### src/rtl/uart_pkg.sv
// Shared types and constants for the UART receiver slice.
package uart_pkg;

  typedef enum logic [1:0] {PAR_NONE, PAR_ODD, PAR_EVEN} parity_e;

  typedef enum {IDLE, START, DATA, PAR, STOP} rx_state_e;

  localparam int BAUD_19200_50M = 2604;

  // True when data plus parity bit satisfy the selected parity rule.
  function automatic logic parity_ok(input parity_e mode, input logic [8:0] data, input logic par_bit);
    case (mode)
      PAR_ODD:  return ^{data, par_bit};
      PAR_EVEN: return ~^{data, par_bit};
      default:  return 1'b1;
    endcase
  endfunction

endpackage

### src/rtl/uart_rx_fifo_if.sv
// Pin/command-processor side signals of the UART receiver.
interface uart_rx_fifo_if #(
  parameter int DATA_BITS  = 8,
  parameter int FIFO_DEPTH = 4
);
  logic                          RX;
  logic                          rd_en;
  logic                          clr_err;
  logic [DATA_BITS-1:0]          rx_data;
  logic                          rdy;
  logic [$clog2(FIFO_DEPTH):0]   count;
  logic                          frame_err;
  logic                          parity_err;
  logic                          overrun;

  modport slave (
    input  RX, rd_en, clr_err,
    output rx_data, rdy, count, frame_err, parity_err, overrun
  );

  modport master (
    output RX, rd_en, clr_err,
    input  rx_data, rdy, count, frame_err, parity_err, overrun
  );
endinterface

### src/rtl/sync_fifo.sv
// Circular-buffer FIFO with show-ahead read; push+pop in one cycle is honoured even when full.
module sync_fifo #(
  parameter int WIDTH = 8,
  parameter int DEPTH = 4
) (
  input  logic                     clk,
  input  logic                     rst,
  input  logic                     push,
  input  logic [WIDTH-1:0]         wr_data,
  input  logic                     pop,
  output logic [WIDTH-1:0]         rd_data,
  output logic [$clog2(DEPTH):0]   count,
  output logic                     full,
  output logic                     empty
);
  localparam int AW = $clog2(DEPTH);
  localparam logic [AW:0] FULL_CNT = DEPTH[AW:0];

  logic [WIDTH-1:0] mem [DEPTH];
  logic [AW-1:0]    rd_ptr;
  logic [AW-1:0]    wr_ptr;
  logic             do_pop;
  logic             do_push;

  assign empty   = (count == '0);
  assign full    = (count == FULL_CNT);
  assign do_pop  = pop & ~empty;
  // When full, a simultaneous pop frees the slot being written (wr_ptr == rd_ptr).
  assign do_push = push & (~full | do_pop);
  assign rd_data = mem[rd_ptr];

  always_ff @(posedge clk) begin
    if (rst) begin
      mem    <= '{default: '0};
      rd_ptr <= '0;
      wr_ptr <= '0;
      count  <= '0;
    end else begin
      if (do_push) begin
        mem[wr_ptr] <= wr_data;
        wr_ptr      <= wr_ptr + 1'b1;
      end
      if (do_pop) begin
        rd_ptr <= rd_ptr + 1'b1;
      end
      case ({do_push, do_pop})
        2'b10:   count <= count + 1'b1;
        2'b01:   count <= count - 1'b1;
        default: count <= count;
      endcase
    end
  end

endmodule

### src/rtl/uart_rx_fifo.sv
// UART receiver: synchroniser, mid-bit sampling FSM, parity/stop checks, sticky errors, receive FIFO.
module uart_rx_fifo
  import uart_pkg::*;
#(
  parameter int DATA_BITS  = 8,
  parameter int BAUD_DIV   = BAUD_19200_50M,
  parameter int PARITY     = 0,
  parameter int STOP_BITS  = 1,
  parameter int FIFO_DEPTH = 4
) (
  input  logic            clk,
  input  logic            rst,
  uart_rx_fifo_if.slave   bus
);
  localparam int            CW        = $clog2(BAUD_DIV);
  localparam logic [CW-1:0] HALF_LOAD = CW'(BAUD_DIV / 2 - 1);
  localparam logic [CW-1:0] FULL_LOAD = CW'(BAUD_DIV - 1);
  localparam logic [3:0]    LAST_DATA = 4'(DATA_BITS - 1);
  localparam logic [3:0]    LAST_STOP = 4'(STOP_BITS - 1);
  localparam parity_e       PMODE     = (PARITY == 1) ? PAR_ODD :
                                        (PARITY == 2) ? PAR_EVEN : PAR_NONE;

  logic                 rx_meta, rx_sync, rx_prev;
  rx_state_e            state_q, state_d;
  logic [CW-1:0]        baud_q, baud_d;
  logic [3:0]           bit_q, bit_d;
  logic [DATA_BITS-1:0] shift_q, shift_d;
  logic                 par_q, par_d;
  logic                 stop_bad_q, stop_bad_d;
  logic                 tick, fall, done;
  logic                 par_good, push, frame_set, par_set, ovr_set;
  logic                 fifo_full, fifo_empty;
  logic                 frame_err_q, parity_err_q, overrun_q;

  assign tick = (baud_q == '0);
  assign fall = rx_prev & ~rx_sync;

  always_ff @(posedge clk) begin
    if (rst) begin
      rx_meta      <= 1'b1;
      rx_sync      <= 1'b1;
      rx_prev      <= 1'b1;
      state_q      <= IDLE;
      baud_q       <= '0;
      bit_q        <= '0;
      shift_q      <= '0;
      par_q        <= 1'b0;
      stop_bad_q   <= 1'b0;
      frame_err_q  <= 1'b0;
      parity_err_q <= 1'b0;
      overrun_q    <= 1'b0;
    end else begin
      rx_meta      <= bus.RX;
      rx_sync      <= rx_meta;
      rx_prev      <= rx_sync;
      state_q      <= state_d;
      baud_q       <= baud_d;
      bit_q        <= bit_d;
      shift_q      <= shift_d;
      par_q        <= par_d;
      stop_bad_q   <= stop_bad_d;
      frame_err_q  <= frame_set | (frame_err_q  & ~bus.clr_err);
      parity_err_q <= par_set   | (parity_err_q & ~bus.clr_err);
      overrun_q    <= ovr_set   | (overrun_q    & ~bus.clr_err);
    end
  end

  always_comb begin
    state_d    = state_q;
    baud_d     = tick ? baud_q : baud_q - 1'b1;
    bit_d      = bit_q;
    shift_d    = shift_q;
    par_d      = par_q;
    stop_bad_d = stop_bad_q;
    done       = 1'b0;
    case (state_q)
      IDLE: begin
        if (fall) begin
          state_d    = START;
          baud_d     = HALF_LOAD;
          bit_d      = '0;
          stop_bad_d = 1'b0;
        end
      end
      START: begin
        if (tick) begin
          if (rx_sync) begin
            state_d = IDLE;
          end else begin
            state_d = DATA;
            baud_d  = FULL_LOAD;
          end
        end
      end
      DATA: begin
        if (tick) begin
          shift_d = {rx_sync, shift_q[DATA_BITS-1:1]};
          baud_d  = FULL_LOAD;
          if (bit_q == LAST_DATA) begin
            bit_d   = '0;
            state_d = (PMODE == PAR_NONE) ? STOP : PAR;
          end else begin
            bit_d = bit_q + 1'b1;
          end
        end
      end
      PAR: begin
        if (tick) begin
          par_d   = rx_sync;
          baud_d  = FULL_LOAD;
          state_d = STOP;
        end
      end
      STOP: begin
        if (tick) begin
          stop_bad_d = stop_bad_q | ~rx_sync;
          baud_d     = FULL_LOAD;
          // Return to IDLE at the last stop sample so a start edge mid-stop is caught.
          if (bit_q == LAST_STOP) begin
            done    = 1'b1;
            state_d = IDLE;
          end else begin
            bit_d = bit_q + 1'b1;
          end
        end
      end
      default: state_d = IDLE;
    endcase
  end

  // Stop-bit failure outranks parity; only clean words reach the FIFO.
  assign par_good  = parity_ok(PMODE, 9'(shift_q), par_q);
  assign frame_set = done & stop_bad_d;
  assign par_set   = done & ~stop_bad_d & ~par_good;
  assign push      = done & ~stop_bad_d & par_good;
  assign ovr_set   = push & fifo_full & ~bus.rd_en;

  sync_fifo #(
    .WIDTH (DATA_BITS),
    .DEPTH (FIFO_DEPTH)
  ) u_fifo (
    .clk     (clk),
    .rst     (rst),
    .push    (push),
    .wr_data (shift_q),
    .pop     (bus.rd_en),
    .rd_data (bus.rx_data),
    .count   (bus.count),
    .full    (fifo_full),
    .empty   (fifo_empty)
  );

  assign bus.rdy        = ~fifo_empty;
  assign bus.frame_err  = frame_err_q;
  assign bus.parity_err = parity_err_q;
  assign bus.overrun    = overrun_q;

endmodule

### src/flat_wrapper.sv
// flat-port wrapper written by rule: the top's interface ports become plain ports
module uart_rx_fifo_flat import uart_pkg::*;
#(
  parameter int DATA_BITS  = 8,
  parameter int BAUD_DIV   = BAUD_19200_50M,
  parameter int PARITY     = 0,
  parameter int STOP_BITS  = 1,
  parameter int FIFO_DEPTH = 4
)
  (clk, rst, bus_RX, bus_rd_en, bus_clr_err, bus_rx_data, bus_rdy, bus_count, bus_frame_err, bus_parity_err, bus_overrun);
  uart_rx_fifo_if #(.DATA_BITS(DATA_BITS), .FIFO_DEPTH(FIFO_DEPTH)) bus_i ();
  input  logic clk;
  input  logic rst;
  input wire logic [$bits(bus_i.RX)-1:0] bus_RX;
  input wire logic [$bits(bus_i.rd_en)-1:0] bus_rd_en;
  input wire logic [$bits(bus_i.clr_err)-1:0] bus_clr_err;
  output wire logic [$bits(bus_i.rx_data)-1:0] bus_rx_data;
  output wire logic [$bits(bus_i.rdy)-1:0] bus_rdy;
  output wire logic [$bits(bus_i.count)-1:0] bus_count;
  output wire logic [$bits(bus_i.frame_err)-1:0] bus_frame_err;
  output wire logic [$bits(bus_i.parity_err)-1:0] bus_parity_err;
  output wire logic [$bits(bus_i.overrun)-1:0] bus_overrun;
  assign bus_i.RX = bus_RX;
  assign bus_i.rd_en = bus_rd_en;
  assign bus_i.clr_err = bus_clr_err;
  assign bus_rx_data = bus_i.rx_data;
  assign bus_rdy = bus_i.rdy;
  assign bus_count = bus_i.count;
  assign bus_frame_err = bus_i.frame_err;
  assign bus_parity_err = bus_i.parity_err;
  assign bus_overrun = bus_i.overrun;
  uart_rx_fifo #(.DATA_BITS(DATA_BITS), .BAUD_DIV(BAUD_DIV), .PARITY(PARITY), .STOP_BITS(STOP_BITS), .FIFO_DEPTH(FIFO_DEPTH)) u_core (.clk(clk), .rst(rst), .bus(bus_i));
endmodule
### config.mk
export PLATFORM = sky130hd
export DESIGN_NAME = uart_rx_fifo_flat
export DESIGN_NICKNAME = d
export VERILOG_FILES = /design/src/rtl/uart_pkg.sv /design/src/rtl/uart_rx_fifo_if.sv /design/src/rtl/sync_fifo.sv /design/src/rtl/uart_rx_fifo.sv /design/src/flat_wrapper.sv
export SDC_FILE = /design/constraint.sdc
export NUM_CORES = 1
export LEC_CHECK = 0
export CORE_ASPECT_RATIO = 0.5
export CORE_MARGIN = 4
export CORE_UTILIZATION = 45
export CTS_CLUSTER_SIZE = 8
export DETAILED_ROUTE_END_ITERATION = 10
export GPL_TIMING_DRIVEN = 1
export PLACE_DENSITY_LB_ADDON = 0.12
export SETUP_SLACK_MARGIN = 0.5
export SYNTH_ARGS = -nofsm -noshare
export SYNTH_HDL_FRONTEND = slang
export SYNTH_HIERARCHICAL = 1
export SYNTH_SLANG_ARGS = --single-unit
### constraint.sdc
create_clock -name clk -period 4.9 [get_ports clk]
set_input_delay 0.98 -clock clk [delete_from_list [all_inputs] [get_ports clk]]
set_output_delay 0.98 -clock clk [all_outputs]
set_load 0.03 [all_outputs]
### Word level (Yosys, flattened, before mapping)

Index checks and enable logic that the tools add are counted.

* register bits: 102
* input bits: 5
* output and inout bits: 15
* logic and storage cells: 110

* add/subtract/negate cells: 6
* magnitude comparators: 3
* equal/unequal tests: 16
* muxes and demuxes: 34
* bitwise logic cells: 22
* reductions and logical operators: 11

Operators by type and width (count)
* 32-bit two-way mux: 7
* 32-bit case mux with 5 select lines: 1
* 32-bit by 2-bit equality test with 1-bit output, second input constant: 2
* 12-bit two-way mux: 5
* 12-bit case mux with 3 select lines: 1
* 32-bit bitwise mux: 1
* 32-bit by 1-bit equality test with 1-bit output, second input constant: 1
* 32-bit by 3-bit equality test with 1-bit output, second input constant: 1
* 32-bit logical NOT: 1
* 8-bit two-way mux: 3
* 4-bit two-way mux: 5
* 8-bit binary-select mux with 2-bit select: 1
* 8-bit demux with 2-bit select: 1
* 2-bit by 1-bit inequality test with 1-bit output, second input constant: 7
* 12-bit logical NOT: 1
* 4-bit case mux with 3 select lines: 1
* 12-bit by 1-bit subtractor with 12-bit output, second input constant: 1
* 1-bit bitwise AND: 10
* 7-bit AND reduction: 1
* 3-bit greater-or-equal comparator, second input constant: 2
* 1-bit inverter: 6
* 2-bit inverter with 3-bit output: 2
* 3-bit case mux with 2 select lines: 1
* 1-bit two-way mux: 5
* other kinds (21): 25

### Depth between registers and ports, before layout

* depth after elaboration: 9
* gate-level depth with buffers: 15
* depth with buffers taken out: 13

### Hierarchy

Netlist, hierarchy kept.

Modules (own cells, without submodules)
* sync_fifo: instances 1, cells an instance 175, area an instance 1916.8 um^2, sequential area each 780.7 um^2
* uart_rx_fifo: instances 1, cells an instance 223, area an instance 1825.5 um^2, sequential area each 680.7 um^2

### Worst setup path before layout

OpenSTA, ideal clock, no wires.

* path type: register -> register
* start point: register u_core.baud_q[3]
* end point: register u_core.u_fifo.count[2]
* library setup time: 0.070 ns
* arrival: 3.387 ns
* data required time: 4.830 ns
* setup slack: 1.443 ns
* cell stages (with the launch flop): 16
* path buffers: 3
* period minus slack after synthesis: 3.457 ns
* cells stage by stage: dfxtp_1 or4_4 or2_1 clkbuf_1 or4_1 buf_2 nor2_1 clkbuf_1 and2_2 inv_1 ha_1 inv_1 fa_1 xor2_1 or3_1 a21oi_1

* longest elaborated chain between the ends: 8
* elaborated cells between the ends (all ways): 12
* classes of those cells: eq/ne: 2; mux: 5; bitwise: 3; reduce/logical: 2

RTL lines
* from (decl): RTL line uart_rx_fifo.sv:25 `logic [CW-1:0] baud_q, baud_d;`
* from (signal assigned): RTL line uart_rx_fifo.sv:57 `baud_q <= baud_d;`
* 12-bit logical NOT *: RTL line uart_rx_fifo.sv:35 `assign tick = (baud_q == '0);`
* 1-bit two-way mux: RTL line uart_rx_fifo.sv:115 `if (tick) begin`
* 1-bit case mux with 2 select lines: RTL line uart_rx_fifo.sv:76 `case (state_q)`
* 1-bit inverter
* 1-bit bitwise AND *
* net u_core.push: RTL line uart_rx_fifo.sv:31 `logic par_good, push, frame_set, par_set, ovr_set;`
* 1-bit bitwise AND *: RTL line sync_fifo.sv:29 `assign do_push = push & (~full | do_pop);`
* 2-bit by 1-bit equality test with 1-bit output or 2-bit equality test (tied branches): RTL line sync_fifo.sv:46 `case ({do_push, do_pop})`
* 3-bit case mux with 2 select lines or 2-bit nonzero test (tied branches)
* to (signal assigned): RTL line sync_fifo.sv:47 `2'b10: count <= count + 1'b1;`
* to (signal assigned): RTL line sync_fifo.sv:48 `2'b01: count <= count - 1'b1;`
* to (signal assigned): RTL line sync_fifo.sv:49 `default: count <= count;`
* to (decl): RTL line sync_fifo.sv:12 `output logic [$clog2(DEPTH):0] count,`

Mark *: on every way through the listed nets, which the timed path passes. The rest lies on a longest branch.
A chain may end at the register's enable or synchronous reset.

### Final worst setup path

Same ends and word-level chain as after synthesis.

==> run_results.csv <==
group,metric,value,unit
status,status,"completed",
synthesis,synth.top_cell.area_share,39.1,%
grt,grt_pass1_vias,2831,
die,core_area,0.00806,mm^2
power,powerDensity,423,mW/mm^2
run,maxCapViolations,0,
clocking,cts.sinks,73,
setup_path,cp_slowest_cell,"or4_1",
setup_path,path_common_cell,"inv_1",
place,pre_cts_ws,1.13,ns
synthesis,synth_edf_count,0,
die,fp-row-count,23,
final_layout,synthToLayoutAreaGrowth,14.8,%
synthesis,synth_common_cells,"dfxtp_1 (73), nand2b_1 (47), mux2i_1 (36)",
power,max-vdd-ir-drop,0.208,mV
synthesis,syn_nets,414,
sta,report.final.slew_viol_count,0,
setup_path,crit_chain,"or4_4 -> or2_1 -> or4_1 -> nor2_1 -> and2_2 -> inv_1 -> ha_1 -> inv_1 -> fa_1 -> xor2_1 -> or3_1 -> a21oi_1",
route,wl_met2,3.77,mm
place,placedCellCount,509,
clocking,htree_levels,3,
sta,finClkSkew,0.00435,ns
clocking,path_clk_slew,0.05,ns
setup_path,critPathCaptureType,"register",
route,drc,0,
die,die-area,0.00993,mm^2
sta,max_freq,264,MHz
sta,setup_tns,0,ns
final_layout,nets,424,
clocking,hold_buffers,0,
die,die_w,137,um
setup_path,crit_family,"simple AND/OR/NAND/NOR gates",
synthesis,syn_inst,398,
synthesis,ys_async_sr_fraction,0,%
setup_path,critPathBufInv,2,
setup_path,cp.required,5.15,ns
clocking,clockBufferDepth,2,
die,pin_count,20,
synthesis,ys_seq_elements,73,
final_layout,drive_gt1_share,10.2,%
sta,hold_slack,0.413,ns
synthesis,synth_area_leaders,"dfxtp_1 (39%), mux2i_1 (9.6%), nand2b_1 (7.9%)",
final_layout,antenna_cells,0,
die,die_h,72.5,um
clocking,cts_root_buffer,"clkbuf_16",
route,m1WireLength,3.78,mm
hold_path,hold_path_class,"reg -> reg",
clocking,cts_buffers,9,
synthesis,syn-cell-area,0.00374,mm^2
synthesis,yosysMostFrequentCell,"dfxtp_1",
sta,rsz0062_at_grt,"no",
final_layout,fillers,735,
setup_path,worstSetupPathType,"reg -> reg",
route,vias,2862,
sta,tightest_slew,0.829,ns
sta,worst_slack,1.11,ns
route,top_layer,"met4",
grt,grt.total_usage,17.4,%
grt,grt_max_degree,53,
die,start_util,46.4,%
setup_path,arrival,4.04,ns
grt,overflow,0,
power,leakage,0.00160,uW
grt,antenna_found_initial,0,
setup_path,crit_path_max_incr_delay,0.62,ns
route,post_drt_wl_per_cell,15.3,um
setup_path,r2r_slack,1.11,ns
grt,grt_pass1_wl,13.6,mm
synthesis,ys_types,55,
place,gp_congestion,0.785,
route,ant_nets,0,
synthesis,ys.flop_type,"dfxtp_1",
clocking,cts_resized,0,
synthesis,yosysTopAreaCell,"dfxtp_1",
final_layout,fin_cells,523,
place,port_buffers,19,
clocking,cts_tree,"yes",
route,vias_per_cell,5.47,
sta,relSlewSlack,44.7,%
sta,setup_violations,0,
synthesis,syn_avg_cell_area,9.40,um^2
clocking,clkLatencyLatePin,0.33,ns
setup_path,path_max_fanout,9,
sta,period_share,77.3,%
synthesis,ys_seq_area_share,39.1,%
sta,hold_viol_final,0,
final_layout,utilization,53.3,%
route,routed-wl-met3,374,um
route,wl,7.99,mm
route,drtIter0Drc,186,
sta,min_period,3.79,ns
clocking,post-cts-setup-buffers,0,
route,drtPass1Iterations,5,
synthesis,yosysWarnings,6,
place,hpwlAfterDp,5.48,mm
setup_path,critical_path.startpoint_type,"register",
## through the flow
| stage | total power [uW] | area [um^2] |
|---|---|---|
| after detailed placement | 1090 | 3970 |
| after CTS | 1830 | 4300 |
| final | 1820 | 4300 |
| after floorplan | 1010 | 3740 |
| after global routing | 1910 | 4300 |
| after global placement | 1070 | 3970 |
## state kept, by name (all words and copies together), names as in the netlist, 2 cells and up
name / flops
u_core/u_fifo/count: 3
u_core/shift_q: 8
u_core/u_fifo/wr_ptr: 2
u_core/bit_q: 4
u_core/u_fifo/mem: 32
u_core/u_fifo/rd_ptr: 2
u_core/state_q: 3
u_core/baud_q: 12
## area by class of cell
| cell class | count | area [um^2] | share of cell area (%) |
|---|---|---|---|
| multi-input cells | 290 | 2120 | 49.3 |
| inverters | 14 | 52.6 | 1.22 |
| well taps | 112 | 140 | 3.26 |
| clock inverters | 3 | 90.1 | 2.10 |
| clock buffers | 11 | 243 | 5.65 |
| flip-flops and latches | 73 | 1460 | 34.0 |
| repair buffers | 20 | 193 | 4.48 |
## layer usage
metal	vias to the layer above	track usage (%)
met5	-	0
met4	0	5.31
met3	7	5.47
met2	57	28.6
met1	1388	22.0
li1	1410	-
## power breakdown
part | internal [uW] | switching [uW]
clock | 505 | 227
combinational | 174 | 226
sequential | 635 | 50.2
## worst reg2reg max path: stages (launching register included)
cell,delay [ns]
dfxtp_1,0.37
or4_4,0.58
or2_1,0.31
or4_1,0.63
nor2_1,0.53
and2_2,0.29
inv_1,0.05
ha_1,0.20
inv_1,0.08
fa_1,0.17
xor2_1,0.07
or3_1,0.31
a21oi_1,0.14
## path summary, 6_finish.rpt
check                                                            to  depth (start not counted)                   startpoint
worst max-delay path            u_core/u_fifo/count[2]$_SDFFE_PP0P_                         12  u_core/baud_q[3]$_SDFF_PP0_
worst min-delay path                      u_core/rx_sync$_SDFF_PP1_                          1    u_core/rx_meta$_SDFF_PP1_
worst max register to register  u_core/u_fifo/count[2]$_SDFFE_PP0P_                         12  u_core/baud_q[3]$_SDFF_PP0_
worst min register to register            u_core/rx_sync$_SDFF_PP1_                          1    u_core/rx_meta$_SDFF_PP1_
## cell usage in the layout, fill, tap and decap left out, types with 2 or more instances in the layout
master,Yosys,routed
dfxtp_1,73,73
nand2b_1,47,47
mux2i_1,36,36
nand2_1,29,29
nor2_1,23,23
a21oi_1,22,22
clkdlybuf4s50_1,0,18
inv_1,14,14
o21ai_0,14,14
ha_1,10,10
clkbuf_16,0,9
nor3_1,9,9
mux4_2,8,8
nand3_1,7,7
or3_1,6,6
nor2b_1,6,6
xnor2_1,6,6
or4_1,4,4
nor3b_1,4,4
xor2_1,4,4
bufinv_16,0,3
or3b_2,3,3
nor4_1,3,3
a211oi_1,3,3
or2_2,3,3
nand3_2,3,3
or4_4,2,2
a21o_1,2,2
and2_1,2,2
nand3b_1,2,2
o2bb2ai_1,2,2
a21boi_0,2,2
or4b_1,2,2
nand4b_1,2,2
a31oi_1,2,2
o31ai_1,2,2
and3_4,2,2
## kinds of logic after synthesis
group | Yosys count | share of synthesized area, %
AND/OR/NAND/NOR | 166 | 26.1
flip-flops | 73 | 39.1
AO/OA/AOI/OAI | 59 | 9.83
multiplexers | 44 | 14.4
buffers and inverters | 35 | 4.35
adder cells (fa/ha/maj) | 11 | 3.88
XOR/XNOR | 10 | 2.34
Note: power is estimated with default switching activity, not from simulation.
